$ cat config.mk
export PLATFORM = sky130hd
export DESIGN_NAME = status_uart_tx
export DESIGN_NICKNAME = d
export VERILOG_FILES = /design/src/rtl/status_uart_tx.sv
export SDC_FILE = /design/constraint.sdc
export NUM_CORES = 1
export LEC_CHECK = 0
export BUFFER_PORTS_ARGS = -buffer_cell sky130_fd_sc_hd__buf_4
export CORE_MARGIN = 2
export CORE_UTILIZATION = 45
export DETAILED_ROUTE_END_ITERATION = 7
export PLACE_DENSITY = 0.74
export SYNTH_ARGS = -nofsm -noshare
export SYNTH_HDL_FRONTEND = slang
export SYNTH_SLANG_ARGS = --single-unit
$ cat constraint.sdc
create_clock -name clk -period 5.8 [get_ports clk]
set_input_delay 0.58 -clock clk [delete_from_list [all_inputs] [get_ports clk]]
set_output_delay 0.58 -clock clk [all_outputs]
set_load 0.02 [all_outputs]
$ cat src/rtl/status_uart_tx.sv
// rtl/status_uart_tx.sv - 8N1 UART transmitter for 5-byte game status packets
//
// Watches the game controller's state, mode and both scores. Whenever the
// registered sample differs from the last transmitted values, or a resend has
// been requested, it sends the packet 'S', {mode,state}, score1, score2, xor.
//
// Ports:
//   clk     system clock
//   rst     asynchronous active-high reset
//   state   game state code (3 bits)
//   mode    0 = single player, 1 = two player
//   score1  player-1 score
//   score2  player-2 score
//   resend  single-cycle request to retransmit the current status
//   data_t  UART serial output, idle high
//   busy    high while a packet is on the line

module status_uart_tx #(
    parameter int CLKS_PER_BIT = 10417
) (
    input  logic       clk,
    input  logic       rst,
    input  logic [2:0] state,
    input  logic       mode,
    input  logic [7:0] score1,
    input  logic [7:0] score2,
    input  logic       resend,
    output logic       data_t,
    output logic       busy
);

    localparam logic [1:0] S_IDLE  = 2'd0;
    localparam logic [1:0] S_START = 2'd1;
    localparam logic [1:0] S_DATA  = 2'd2;
    localparam logic [1:0] S_STOP  = 2'd3;

    localparam logic [15:0] BAUD_MAX = 16'(CLKS_PER_BIT - 1);
    localparam logic [7:0]  SYNC     = 8'h53;

    // Sample layout: {state[2:0], mode, score1[7:0], score2[7:0]}
    logic [19:0] sample;
    logic [19:0] shadow;
    logic [19:0] snap;
    logic        pending;
    logic [1:0]  fsm;
    logic [15:0] baud_cnt;
    logic [2:0]  bit_idx;
    logic [2:0]  byte_idx;

    logic [7:0]  b1;
    logic [7:0]  b2;
    logic [7:0]  b3;
    logic [7:0]  cur_byte;
    logic        launch;
    logic        bit_end;
    logic        line_next;

    assign b1 = {4'b0000, snap[16], snap[19:17]};
    assign b2 = snap[15:8];
    assign b3 = snap[7:0];

    always_comb begin
        cur_byte = SYNC;
        case (byte_idx)
            3'd0:    cur_byte = SYNC;
            3'd1:    cur_byte = b1;
            3'd2:    cur_byte = b2;
            3'd3:    cur_byte = b3;
            default: cur_byte = SYNC ^ b1 ^ b2 ^ b3;
        endcase
    end

    assign launch  = (fsm == S_IDLE) && ((sample != shadow) || pending);
    assign bit_end = (baud_cnt == BAUD_MAX);

    always_comb begin
        line_next = 1'b1;
        case (fsm)
            S_START: line_next = 1'b0;
            S_DATA:  line_next = cur_byte[bit_idx];
            default: line_next = 1'b1;
        endcase
    end

    // data_t and busy are registered copies of the FSM's view, so the line
    // moves one clock after the FSM; every bit still lasts CLKS_PER_BIT clocks.
    always_ff @(posedge clk or posedge rst) begin
        if (rst) begin
            sample   <= '0;
            shadow   <= '0;
            snap     <= '0;
            pending  <= 1'b0;
            fsm      <= S_IDLE;
            baud_cnt <= '0;
            bit_idx  <= '0;
            byte_idx <= '0;
            data_t   <= 1'b1;
            busy     <= 1'b0;
        end else begin
            sample <= {state, mode, score1, score2};
            data_t <= line_next;
            busy   <= (fsm != S_IDLE);

            // A resend coinciding with a launch is carried by that packet.
            if (launch)
                pending <= 1'b0;
            else if (resend)
                pending <= 1'b1;

            case (fsm)
                S_IDLE: begin
                    baud_cnt <= '0;
                    if (launch) begin
                        shadow   <= sample;
                        snap     <= sample;
                        byte_idx <= '0;
                        fsm      <= S_START;
                    end
                end
                S_START: begin
                    if (bit_end) begin
                        baud_cnt <= '0;
                        bit_idx  <= '0;
                        fsm      <= S_DATA;
                    end else begin
                        baud_cnt <= baud_cnt + 16'd1;
                    end
                end
                S_DATA: begin
                    if (bit_end) begin
                        baud_cnt <= '0;
                        if (bit_idx == 3'd7)
                            fsm <= S_STOP;
                        else
                            bit_idx <= bit_idx + 3'd1;
                    end else begin
                        baud_cnt <= baud_cnt + 16'd1;
                    end
                end
                default: begin
                    if (bit_end) begin
                        baud_cnt <= '0;
                        if (byte_idx < 3'd4) begin
                            byte_idx <= byte_idx + 3'd1;
                            fsm      <= S_START;
                        end else begin
                            fsm <= S_IDLE;
                        end
                    end else begin
                        baud_cnt <= baud_cnt + 16'd1;
                    end
                end
            endcase
        end
    end

endmodule

==> flow_metrics.tcl <==
set metrics [dict create \
    status "finished, final reports clean" \
    synth-compound-area-share_pct 10.1 \
    cp_max_fo 15 \
    num_rows 31 \
    synthSimpleGateAreaFrac_pct 13.8 \
    area.sequential_mm2 0.00168 \
    dp_hpwl_um 4470 \
    start_util_pct 46.4 \
    post_cts_buffers 0 \
    synth_top_family_by_area "simple AND/OR/NAND/NOR gates" \
    clock-sinks 67 \
    worst_slew_pin_slew_ps 1120 \
    power.internal_uw 709 \
    reg2reg_from "byte_idx[2]$_DFFE_PP0P_" \
    clockBufferDepth 2 \
    synthArstFlopShare_pct 100 \
    arrival_ps 3340 \
    min_from "score1[4]" \
    p_sw_share_pct 23.2 \
    routed_via_density 5.48 \
    gr-usage-all-layers_pct 17.6 \
    antenna-diode-count 0 \
    hp-class "in -> reg" \
    period_share_pct 53.3 \
    p_leak_nw 1.64 \
    ctsRootBufferMaster "clkbuf_8" \
    ant_nets 0 \
    numCtsBuffers 9 \
    critPathKind "reg -> reg" \
    slew_headroom_pct 25.1 \
    grt_max_degree 68 \
    placedCellCount 421 \
    clock.fmax_ghz 0.323 \
    gr-total-overflow 0 \
    ys.flop_type "dfrtp_1" \
    fin_util_pct 52.6 \
    path_cells "inv_1, ha_1, or4_1, nand2_1, a21oi_1, or4_1, a41oi_1" \
    synth-seq-cells 67 \
    drt_iter0_markers 179 \
    synth-xor-area-share_pct 10.1 \
    fin_crit_ps 3090 \
    drv_slew 0 \
    ys_warn_count 0 \
    place_congestion 0.867 \
    wl_per_cell_um 15.0 \
    p_switching_uw 214 \
    startpoint_type "flop" \
    netlist_area_mm2 0.00337 \
    hold_viol_final 0 \
    synthDistinctLibCells 49 \
    antenna_found_initial 0 \
    dieHeight_um 90.5 \
    pwr-share-clk_pct 40.7 \
    layout-area-overhead-vs-synth_pct 13.4 \
    portBuffers 24 \
    cap_violations 0 \
    pre_cts_ws_ps 2810 \
    hold_buffers 0 \
    cts_tree "built" \
    avgSynthCellArea_um2 11.0 \
    drc 0 \
    layout_setup_ws_ps 2710 \
    slowest_delay_ps 660 \
    core_mm2 0.00725 \
    critPathTopFamily "simple AND/OR/NAND/NOR gates" \
    p_comb_share_pct 5.0 \
    pin_count 25 \
    synth-adder-area-share_pct 4.83 \
    p_seq_share_pct 54.3 \
    vdd_drop_max_mv 0.136 \
    nNetsFinal 369 \
    path_clk_slew_ps 80 \
    crit_start "byte_idx[2]$_DFFE_PP0P_" \
    grt_pass1_wl_um 11600 \
    grt_pass1_vias 2370 \
    syn_nets 341 \
    muxShareOfSynthArea_pct 8.29 \
    setup.worst_path.end_class "flop" \
    clock_latency_ps 350 \
    p_total_uw 922 \
    final_cells 437 \
    setup_viol 0 \
    routed_wl_um 6570 \
    p_per_area_mw_per_mm2 242 \
    htreeDepth 3 \
    path_buf_inv 1 \
    synthCells 305 \
    die_area_mm2 0.00819 \
    drive_above_1_share_pct 20.4 \
    required_ps 6050 \
    synth_edf_count 0 \
    critical_path.most_common_cell "or4_1" \
    dr_total_vias 2396 \
    ctsResizeCount 0 \
    die_w_um 90.5 \
    rsz0062_at_grt "no" \
    cp_slowest_cell "or4_1" \
    final.fill_count 637 \
    ys_seq_area_share_pct 49.8 \
    dr.pass1.iters 4 \
    finClkSkew_ps 13.2 \
    fin_setup_tns_ps 0 \
    multi_input_area_mm2 0.00160 \
]
[worst paths after layout]
check | to | slack, ps | cells after the start
worst min-delay path | sample[12]$_DFF_PP0_ | 330 | 1
worst max-delay path | data_t$_DFF_PP1_ | 2710 | 7
min in group asynchronous | sample[19]$_DFF_PP0_ | 480 | 3
worst max register to register | data_t$_DFF_PP1_ | 2710 | 7
max in group asynchronous | fsm[1]$_DFFE_PP0P_ | 4800 | 3
worst min register to register | pending$_DFFE_PP0P_ | 490 | 1
[power by group through the flow]
stage / Sequential, mW / Clock, mW / Combinational [mW]
floorplan: 0.504 / 0 / 0.0301
global placement: 0.509 / 0 / 0.0457
detailed placement: 0.509 / 0 / 0.0473
CTS: 0.501 / 0.381 / 0.0478
global route: 0.503 / 0.403 / 0.0525
finish: 0.501 / 0.375 / 0.0464
[worst reg2reg max path: cells and delay by family (launching register included)]
kind / cells / cell delay (ps)
simple gates: 3 / 1280
flops: 1 / 630
fa+ha+maj: 1 / 450
compound gates: 2 / 370
buf+inv: 1 / 270
[layer usage]
layer / track usage (%) / routed length (um) / vias up
met5: 0 / 0 / -
met4: 8.21 / 132 / 0
met3: 3.42 / 306 / 15
met2: 26.1 / 3070 / 75
met1: 25.1 / 3060 / 1174
li1: - / - / 1132
[area by class of cell]
cell class / instances / share of cell area (%)
Sequential cell: 67 / 43.9
Clock inverter: 4 / 1.34
Multi-Input combinational cell: 218 / 41.8
Clock buffer: 12 / 3.54
Timing Repair Buffer: 25 / 4.91
Inverter: 12 / 1.18
Tap cell: 99 / 3.24
[cell usage in the layout, fill, tap and decap left out, types with 2 or more instances in the layout]
cell and count:
a21oi_1 12, a22o_1 5, a31oi_1 4, buf_4 25, clkbuf_1 3, clkbuf_8 9
dfrtp_1 66, ha_1 13, inv_1 11, mux2_1 2, mux2_2 21, mux2i_1 2
nand2_1 20, nand2b_1 2, nand3_1 9, nand4_1 7, nor2_1 24, nor2b_1 3
nor3_1 9, nor4_1 4, o211ai_1 4, o21a_1 2, o21ai_0 9, o21ba_2 2
o21bai_1 2, or3_1 2, or4_1 3, xnor2_1 15, xor2_1 24
[sequential cells by signal, indices dropped and copies added (netlist names)]
name / count
baud_cnt: 16
bit_idx: 3
busy: 1
byte_idx: 3
data_t: 1
fsm: 2
pending: 1
sample: 20
snap: 20
[cell families after synthesis]
logic type                 Yosys count
AOI/OAI and AO/OA                   49
xor gates and xnor gates            39
adders and majority gates           13
buffers and inverters               20
DFF                                 67
muxes                               25
and+or+nand+nor                     92
[cells in the mapped netlist, drive strengths merged, types with 3 or more instances]
library cell  count  area [um2]
or4               3        22.5
o21ai             9        45.0
ha               13         163
dfrtp            66        1650
xor2             24         210
o211ai            4        30.0
clkbuf            3        11.3
a21oi            12        60.1
inv              12        45.0
mux2             23         259
a31oi             4        25.0
nor2b             3        18.8
nand2            20        75.1
a22o              5        43.8
nor2             24        90.1
buf               4        32.5
nor3              9        45.0
nor4              4        25.0
xnor2            15         131
nand3             9        45.0
nand4             7        43.8
[through the flow]
stage                     hold slack (ps)  area, um2
after global routing                  316       3820
after global placement                483       3630
after CTS                             324       3820
after detailed placement              481       3630
final                                 334       3820
after floorplan                       457       3370
Power figures use the tool's default switching activity.
